$ cat src/rtl/uart_tx_periph.sv
// rtl/uart_tx_periph.sv - memory-mapped UART transmitter with TX FIFO
//
// Purpose: the CPU pushes bytes into a small TX FIFO through a bus slave port.
// A baud-rate FSM serialises each byte LSB first on txOutput (8N1, or 8E1/8O1
// when UART_TX_PARITY_EN is defined).
//
// Ports:
//   clk       system clock
//   rst       synchronous active-high reset
//   bSel      slave select from the bus decoder
//   bWrite    write strobe, qualified by bSel
//   bAddress  bus address, only [3:2] decoded
//               0 TXDATA (W)  1 STATUS/CTRL (R/W)  2 BAUDDIV (R/W)  3 reserved
//   bWData    write data
//   bRData    read data, combinational from address and registers
//   txOutput  serial line, idle high, driven from a flop
//   txIrq     high while the FIFO is empty and the FSM is idle (registered)
//
// Optional feature macro: UART_TX_PARITY_EN (adds a PARITY bit, STATUS[8] = odd select)

module uart_tx_periph #(
  parameter int unsigned FIFO_DEPTH  = 4,
  parameter logic [15:0] BAUDDIV_RST = 16'd434
) (
  input  logic        clk,
  input  logic        rst,
  input  logic        bSel,
  input  logic        bWrite,
  input  logic [31:0] bAddress,
  input  logic [31:0] bWData,
  output logic [31:0] bRData,
  output logic        txOutput,
  output logic        txIrq
);

  localparam int unsigned PW = $clog2(FIFO_DEPTH);
  localparam int unsigned CW = PW + 1;
  localparam logic [CW-1:0] FULL_CNT = CW'(FIFO_DEPTH);

  typedef enum logic [2:0] {
    S_IDLE   = 3'd0,
    S_START  = 3'd1,
    S_DATA   = 3'd2,
    S_PARITY = 3'd3,
    S_STOP   = 3'd4
  } state_t;

  logic [7:0]    r_mem [FIFO_DEPTH];
  logic [PW-1:0] r_wptr;
  logic [PW-1:0] r_rptr;
  logic [CW-1:0] r_count;
  logic          r_ovf;
  logic [15:0]   r_baud;
  state_t        r_state;
  logic [7:0]    r_shreg;
  logic [2:0]    r_idx;
  logic [15:0]   r_baud_cnt;
  logic          r_tx;
  logic          r_irq;
`ifdef UART_TX_PARITY_EN
  logic          r_odd;
  logic          r_par;
`endif

  logic [1:0]    w_addr;
  logic          w_wr;
  logic          w_wr_data;
  logic          w_wr_stat;
  logic          w_wr_baud;
  logic          w_empty;
  logic          w_full;
  logic          w_pop;
  logic          w_push;
  logic          w_ovf_set;
  logic          w_bit_end;
  logic [7:0]    w_head;
  logic [CW-1:0] w_count_next;
  state_t        w_state_next;
  logic [7:0]    w_shreg_next;
  logic [2:0]    w_idx_next;
  logic [15:0]   w_cnt_next;
  logic          w_tx_next;
  logic [31:0]   w_status;
  logic          w_unused_bits;

  assign w_addr    = bAddress[3:2];
  assign w_wr      = bSel && bWrite;
  assign w_wr_data = w_wr && (w_addr == 2'd0);
  assign w_wr_stat = w_wr && (w_addr == 2'd1);
  assign w_wr_baud = w_wr && (w_addr == 2'd2);
  assign w_empty   = (r_count == '0);
  assign w_full    = (r_count == FULL_CNT);
  assign w_head    = r_mem[r_rptr];
  assign w_bit_end = (r_baud_cnt == 16'd0);

  // Pops only happen from IDLE, so a push into an empty FIFO is seen one cycle later.
  assign w_pop     = (r_state == S_IDLE) && !w_empty;
  // Fullness is judged before this cycle's pop: a simultaneous pop frees the slot.
  assign w_push    = w_wr_data && (!w_full || w_pop);
  assign w_ovf_set = w_wr_data && w_full && !w_pop;
  assign w_count_next = r_count + CW'(w_push) - CW'(w_pop);

  assign w_unused_bits = ^{bAddress[31:4], bAddress[1:0], bWData[31:16]};

  // Baud counter is reloaded from r_baud only at bit boundaries, so a BAUDDIV
  // write never stretches or shortens the bit currently on the line.
  always_comb begin
    w_state_next = r_state;
    w_shreg_next = r_shreg;
    w_idx_next   = r_idx;
    w_cnt_next   = r_baud_cnt;
    case (r_state)
      S_IDLE: begin
        if (w_pop) begin
          w_state_next = S_START;
          w_shreg_next = w_head;
          w_cnt_next   = r_baud;
        end
      end
      S_START: begin
        if (w_bit_end) begin
          w_state_next = S_DATA;
          w_idx_next   = 3'd0;
          w_cnt_next   = r_baud;
        end else begin
          w_cnt_next = r_baud_cnt - 16'd1;
        end
      end
      S_DATA: begin
        if (w_bit_end) begin
          w_cnt_next = r_baud;
          if (r_idx == 3'd7) begin
`ifdef UART_TX_PARITY_EN
            w_state_next = S_PARITY;
`else
            w_state_next = S_STOP;
`endif
          end else begin
            w_idx_next   = r_idx + 3'd1;
            w_shreg_next = {1'b0, r_shreg[7:1]};
          end
        end else begin
          w_cnt_next = r_baud_cnt - 16'd1;
        end
      end
      S_PARITY: begin
        if (w_bit_end) begin
          w_state_next = S_STOP;
          w_cnt_next   = r_baud;
        end else begin
          w_cnt_next = r_baud_cnt - 16'd1;
        end
      end
      S_STOP: begin
        if (w_bit_end) begin
          w_state_next = S_IDLE;
        end else begin
          w_cnt_next = r_baud_cnt - 16'd1;
        end
      end
      default: w_state_next = S_IDLE;
    endcase
  end

  // Line level is decoded from the next state so the flop changes on the same
  // edge as the FSM, keeping txOutput glitch-free and aligned to the state.
  always_comb begin
    w_tx_next = 1'b1;
    case (w_state_next)
      S_START:  w_tx_next = 1'b0;
      S_DATA:   w_tx_next = w_shreg_next[0];
`ifdef UART_TX_PARITY_EN
      S_PARITY: w_tx_next = r_par;
`endif
      default:  w_tx_next = 1'b1;
    endcase
  end

  always_comb begin
    w_status      = 32'd0;
    w_status[0]   = w_empty;
    w_status[1]   = w_full;
    w_status[2]   = (r_state != S_IDLE);
    w_status[3]   = r_ovf;
    w_status[7:4] = 4'(r_count);
`ifdef UART_TX_PARITY_EN
    w_status[8]   = r_odd;
`endif
  end

  always_comb begin
    bRData = 32'd0;
    case (w_addr)
      2'd1:    bRData = w_status;
      2'd2:    bRData = {16'd0, r_baud};
      default: bRData = 32'd0;
    endcase
  end

  always_ff @(posedge clk) begin
    if (w_push) begin
      r_mem[r_wptr] <= bWData[7:0];
    end
  end

  always_ff @(posedge clk) begin
    if (rst) begin
      r_wptr     <= '0;
      r_rptr     <= '0;
      r_count    <= '0;
      r_ovf      <= 1'b0;
      r_baud     <= BAUDDIV_RST;
      r_state    <= S_IDLE;
      r_shreg    <= 8'd0;
      r_idx      <= 3'd0;
      r_baud_cnt <= 16'd0;
      r_tx       <= 1'b1;
      r_irq      <= 1'b1;
`ifdef UART_TX_PARITY_EN
      r_odd      <= 1'b0;
      r_par      <= 1'b0;
`endif
    end else begin
      if (w_push) r_wptr <= r_wptr + PW'(1);
      if (w_pop)  r_rptr <= r_rptr + PW'(1);
      r_count <= w_count_next;
      if (w_wr_stat)      r_ovf <= 1'b0;
      else if (w_ovf_set) r_ovf <= 1'b1;
      if (w_wr_baud) begin
        r_baud <= (bWData[15:0] == 16'd0) ? 16'd1 : bWData[15:0];
      end
      r_state    <= w_state_next;
      r_shreg    <= w_shreg_next;
      r_idx      <= w_idx_next;
      r_baud_cnt <= w_cnt_next;
      r_tx       <= w_tx_next;
      r_irq      <= (w_count_next == '0) && (w_state_next == S_IDLE);
`ifdef UART_TX_PARITY_EN
      if (w_wr_stat) r_odd <= bWData[8];
      // Parity is fixed at pop time from the byte and the current odd/even select.
      if (w_pop)     r_par <= (^w_head) ^ r_odd;
`endif
    end
  end

  assign txOutput = r_tx;
  assign txIrq    = r_irq;

endmodule

$ cat config.mk
export PLATFORM = sky130hd
export DESIGN_NAME = uart_tx_periph
export DESIGN_NICKNAME = d
export VERILOG_FILES = /design/src/rtl/uart_tx_periph.sv
export SDC_FILE = /design/constraint.sdc
export NUM_CORES = 1
export LEC_CHECK = 0
export BUFFER_PORTS_ARGS = -buffer_cell sky130_fd_sc_hd__buf_4
export CORE_ASPECT_RATIO = 1.2
export CORE_MARGIN = 2
export CORE_UTILIZATION = 36
export DETAILED_ROUTE_END_ITERATION = 7
export MAX_ROUTING_LAYER = met4
export PLACE_DENSITY = 0.61
export SETUP_SLACK_MARGIN = 0.5
export SYNTH_ARGS = -nofsm -noshare
export SYNTH_HDL_FRONTEND = slang
export SYNTH_SLANG_ARGS = --single-unit
$ cat constraint.sdc
create_clock -name clk -period 9 [get_ports clk]
set_input_delay 0.45 -clock clk [delete_from_list [all_inputs] [get_ports clk]]
set_output_delay 0.45 -clock clk [all_outputs]
set_load 0.02 [all_outputs]
==> impl_metrics.py <==
metrics = {
    "timing": {
        "setup_viol": 0,
        "hold_viol": 0,
        "slew_headroom": 0.432,
        "drv_slew": 0,
        "finClkSkew_ns": 0.00746,
        "rsz0062_at_grt": "false",
        "fin_setup_tns_ns": 0,
        "maxClockFrequency_mhz": 305,
        "worst_pin_slew_ns": 0.846,
        "fin_crit_sh": 0.364,
        "min_period_ns": 3.28,
    },
    "logic_synthesis": {
        "synthCells": 460,
        "synth_edf_count": 32,
        "synthTopCellsByCount": "dfxtp_1, nand2_1, a21oi_1",
        "synth_most_common_cell": "dfxtp_1",
        "yosysTopAreaCell": "dfxtp_1",
        "netlist_area_sq_um": 4520,
        "async_reset_ff_frac": 0,
        "synth_area_leaders": "dfxtp_1, edfxtp_1, nand2_1",
        "ys_types": 68,
        "ys.warnings.count": 0,
        "synth_flop_cell": "dfxtp_1",
        "syn-mean-instance-area_sq_um": 9.84,
        "postSynthRegisterBits": 90,
        "synth_top_area_frac": 0.257,
        "ys_seq_area_frac": 0.469,
    },
    "floorplanning": {
        "start_util": 0.372,
        "ios": 102,
        "dieHeight_microns": 127,
        "dieArea_sq_um": 13500,
        "core_area_sq_um": 12200,
        "die_w_microns": 106,
        "rows": 44,
    },
    "cells_and_area": {
        "fillers": 1156,
        "area_delta_synth_final_pct": 13.7,
        "drive_gt1_frac": 0.172,
        "diodes": 0,
        "multiInputGateArea_sq_um": 2160,
        "instances_no_fill": 649,
        "register_area_sq_um": 2120,
        "nNetsFinal": 564,
    },
    "routing": {
        "wl_met1_microns": 4840,
        "ant_nets": 0,
        "totalWireLength_microns": 11000,
        "drt-pass1-iter-count": 5,
        "wl_met2_microns": 5480,
        "routed.top_layer": "met4",
        "drt_iter0_drc": 255,
        "avgViaCountPerCell": 5.43,
        "num_vias": 3521,
        "routedWlPerCell_microns": 17.0,
        "dr_wl_met3_microns": 511,
        "post-route-drc-count": 0,
    },
    "cts": {
        "cts_tree": "built",
        "cts_hold_buf": 0,
        "cts_made_buffers": 9,
        "cts_max_level": 3,
        "clkLatencyLatePin_ns": 0.35,
        "clk_pin_slew_ns": 0.07,
        "root_buffer": "clkbuf_16",
        "cts_resized": 0,
        "cts_buffer_depth": 2,
        "cts_setup_buffers": 0,
        "cts.sinks": 90,
    },
    "critical_path": {
        "cp-endpoint": "txIrq",
        "crit_family": "compound AO/OA/AOI/OAI gates",
        "crit_path_frequent_cell": "inv_1",
        "cp-startpoint": "r_state[0]",
        "r2r_start": "r_state[0]",
        "reg2reg_setup_slack_ns": 5.72,
        "reg2reg_depth": 11,
        "crit_cells": 11,
        "critPathArrivalTime_ns": 3.52,
        "worstSetupPathType": "register to register",
        "cp_cell_sequence": "or3_1, a31oi_1, inv_1, ha_1, inv_1, ha_1, inv_1, fa_1, xor2_1, xnor2_1, a41o_1",
        "cp-end-kind": "register",
        "cp_num_buf_inv": 3,
        "crit_path_max_incr_delay_ns": 0.61,
        "cp_data_required_time_ns": 9.24,
        "crit_path_start_kind": "register",
        "crit_path_max_fanout": 12,
        "critical-path-slowest-cell": "a31oi_1",
        "r2r-end": "txIrq",
    },
    "global_route": {
        "antenna_found_initial": 0,
        "track_usage": 0.173,
        "grt_max_degree": 48,
        "grt_pass1_vias": 3399,
        "grt_pass1_wl_microns": 17700,
        "overflow": 0,
    },
    "hold_path": {
        "hold_path.class": "primary input to register",
    },
    "placed_design": {
        "port_buffers": 39,
        "routabilityCongestion": 0.883,
        "dpl.cell_count": 633,
        "dpl.hpwl_microns": 7690,
    },
    "power": {
        "power.density_nw_per_um2": 298,
        "ir_worst_vdd_mv": 0.133,
        "p_leak_nw": 1.87,
    },
    "run": {
        "drv_cap": 0,
    },
    "run_status": {
        "status": "complete, no violations",
    },
}
cell usage in the layout, fill, tap and decap left out, types with 2 or more instances in the layout:
cell type   synthesis  layout
o22ai_1             2       2
nor3b_1             2       2
inv_8               0       2
nand2_1            52      52
o211ai_1            8       8
or4_1               4       4
conb_1              1      16
a311oi_1            2       2
buf_4              16      41
clkinvlp_4          0       2
a21oi_1            36      36
xor2_1              2       2
o21ai_1             2       2
and2_1             14      14
mux2i_1             2       2
a32oi_1             5       5
mux4_2              8       8
nor2_1             27      27
a2bb2oi_1           2       2
or2_2               6       6
o21ai_0            14      14
o2bb2ai_1           2       2
edfxtp_1           32      32
or3_1               6       6
a31oi_1             4       4
a21oi_4             2       2
dfxtp_1            58      58
xnor2_1             3       3
nor4_1              9       9
o311ai_0            6       6
nand3_1            13      13
nor2b_1            10      10
inv_6               0       2
clkbuf_16           0       9
inv_1              16      16
a21o_1              2       2
nor3_1              7       7
a22oi_1            16      16
ha_1               12      12
cells by family after synthesis:
kind of cell,after synthesis,share of synthesized area
flip-flops,90,0.469
AO/OA/AOI/OAI,120,0.186
adder cells (fa/ha/maj),13,0.0376
AND/OR/NAND/NOR,160,0.183
XOR/XNOR,5,0.00968
other,1,0.000829
buffers and inverters,60,0.0669
multiplexers,11,0.0467
worst min-delay path by stage:
stage | startpoint | slack [ns] | cells past startpoint | to
after detailed placement | r_shreg[3] | 0.45 | 2 | r_shreg[3]
after floorplan | r_shreg[1] | 0.43 | 2 | r_shreg[1]
after global placement | r_idx[2] | 0.44 | 2 | r_idx[2]
final | bWData[0] | 0.33 | 1 | r_mem[3][0]
after CTS | bWData[0] | 0.32 | 1 | r_mem[2][0]
after global routing | bWData[0] | 0.32 | 1 | r_mem[2][0]
routing by layer:
layer,up-vias,global-route usage
li1,1705,-
met1,1692,0.219
met2,109,0.280
met3,15,0.0355
met4,0,0.0526
met5,-,-
sequential cells by signal, summed over array words and instances (netlist names), 2 cells and up, named ones only:
name,cells
r_baud_cnt,16
r_shreg,8
r_idx,3
r_mem,32
r_state,3
r_rptr,2
r_wptr,2
r_count,3
r_baud,16
cell type report:
| class | count | share of cell area |
|---|---|---|
| Timing Repair Buffer | 41 | 0.0598 |
| Clock inverter | 7 | 0.0139 |
| Clock buffer | 9 | 0.0438 |
| Inverter | 16 | 0.0117 |
| Multi-Input combinational cell | 325 | 0.419 |
| Sequential cell | 90 | 0.413 |
| Tap cell | 161 | 0.0392 |
stage by stage:
stage / total power (W) / utilization / instance area [sq um] / worst slack, ns / hold WS (ns)
final: 0.00153 / 0.423 / 5140 / 5.72 / 0.326
after global routing: 0.00163 / 0.423 / 5140 / 5.44 / 0.317
after CTS: 0.00153 / 0.423 / 5140 / 5.67 / 0.320
after detailed placement: 0.00116 / 0.398 / 4850 / 5.68 / 0.450
after global placement: 0.00115 / 0.398 / 4850 / 5.75 / 0.441
after floorplan: 0.00102 / - / 4580 / 6.14 / 0.432
worst register-to-register path, stage by stage, from the launching register on:
cell     delay [ns]
dfxtp_1        0.44
or3_1          0.55
a31oi_1        0.61
inv_1          0.11
ha_1           0.31
inv_1          0.06
ha_1           0.13
inv_1          0.05
fa_1           0.37
xor2_1         0.16
xnor2_1        0.14
a41o_1         0.24
report_power, final:
part / switching, W / internal, W
Sequential: 0.0000690 / 0.000480
Clock: 0.000179 / 0.000196
Combinational: 0.000377 / 0.000233
No activity file was read; power rests on OpenSTA's default activity.
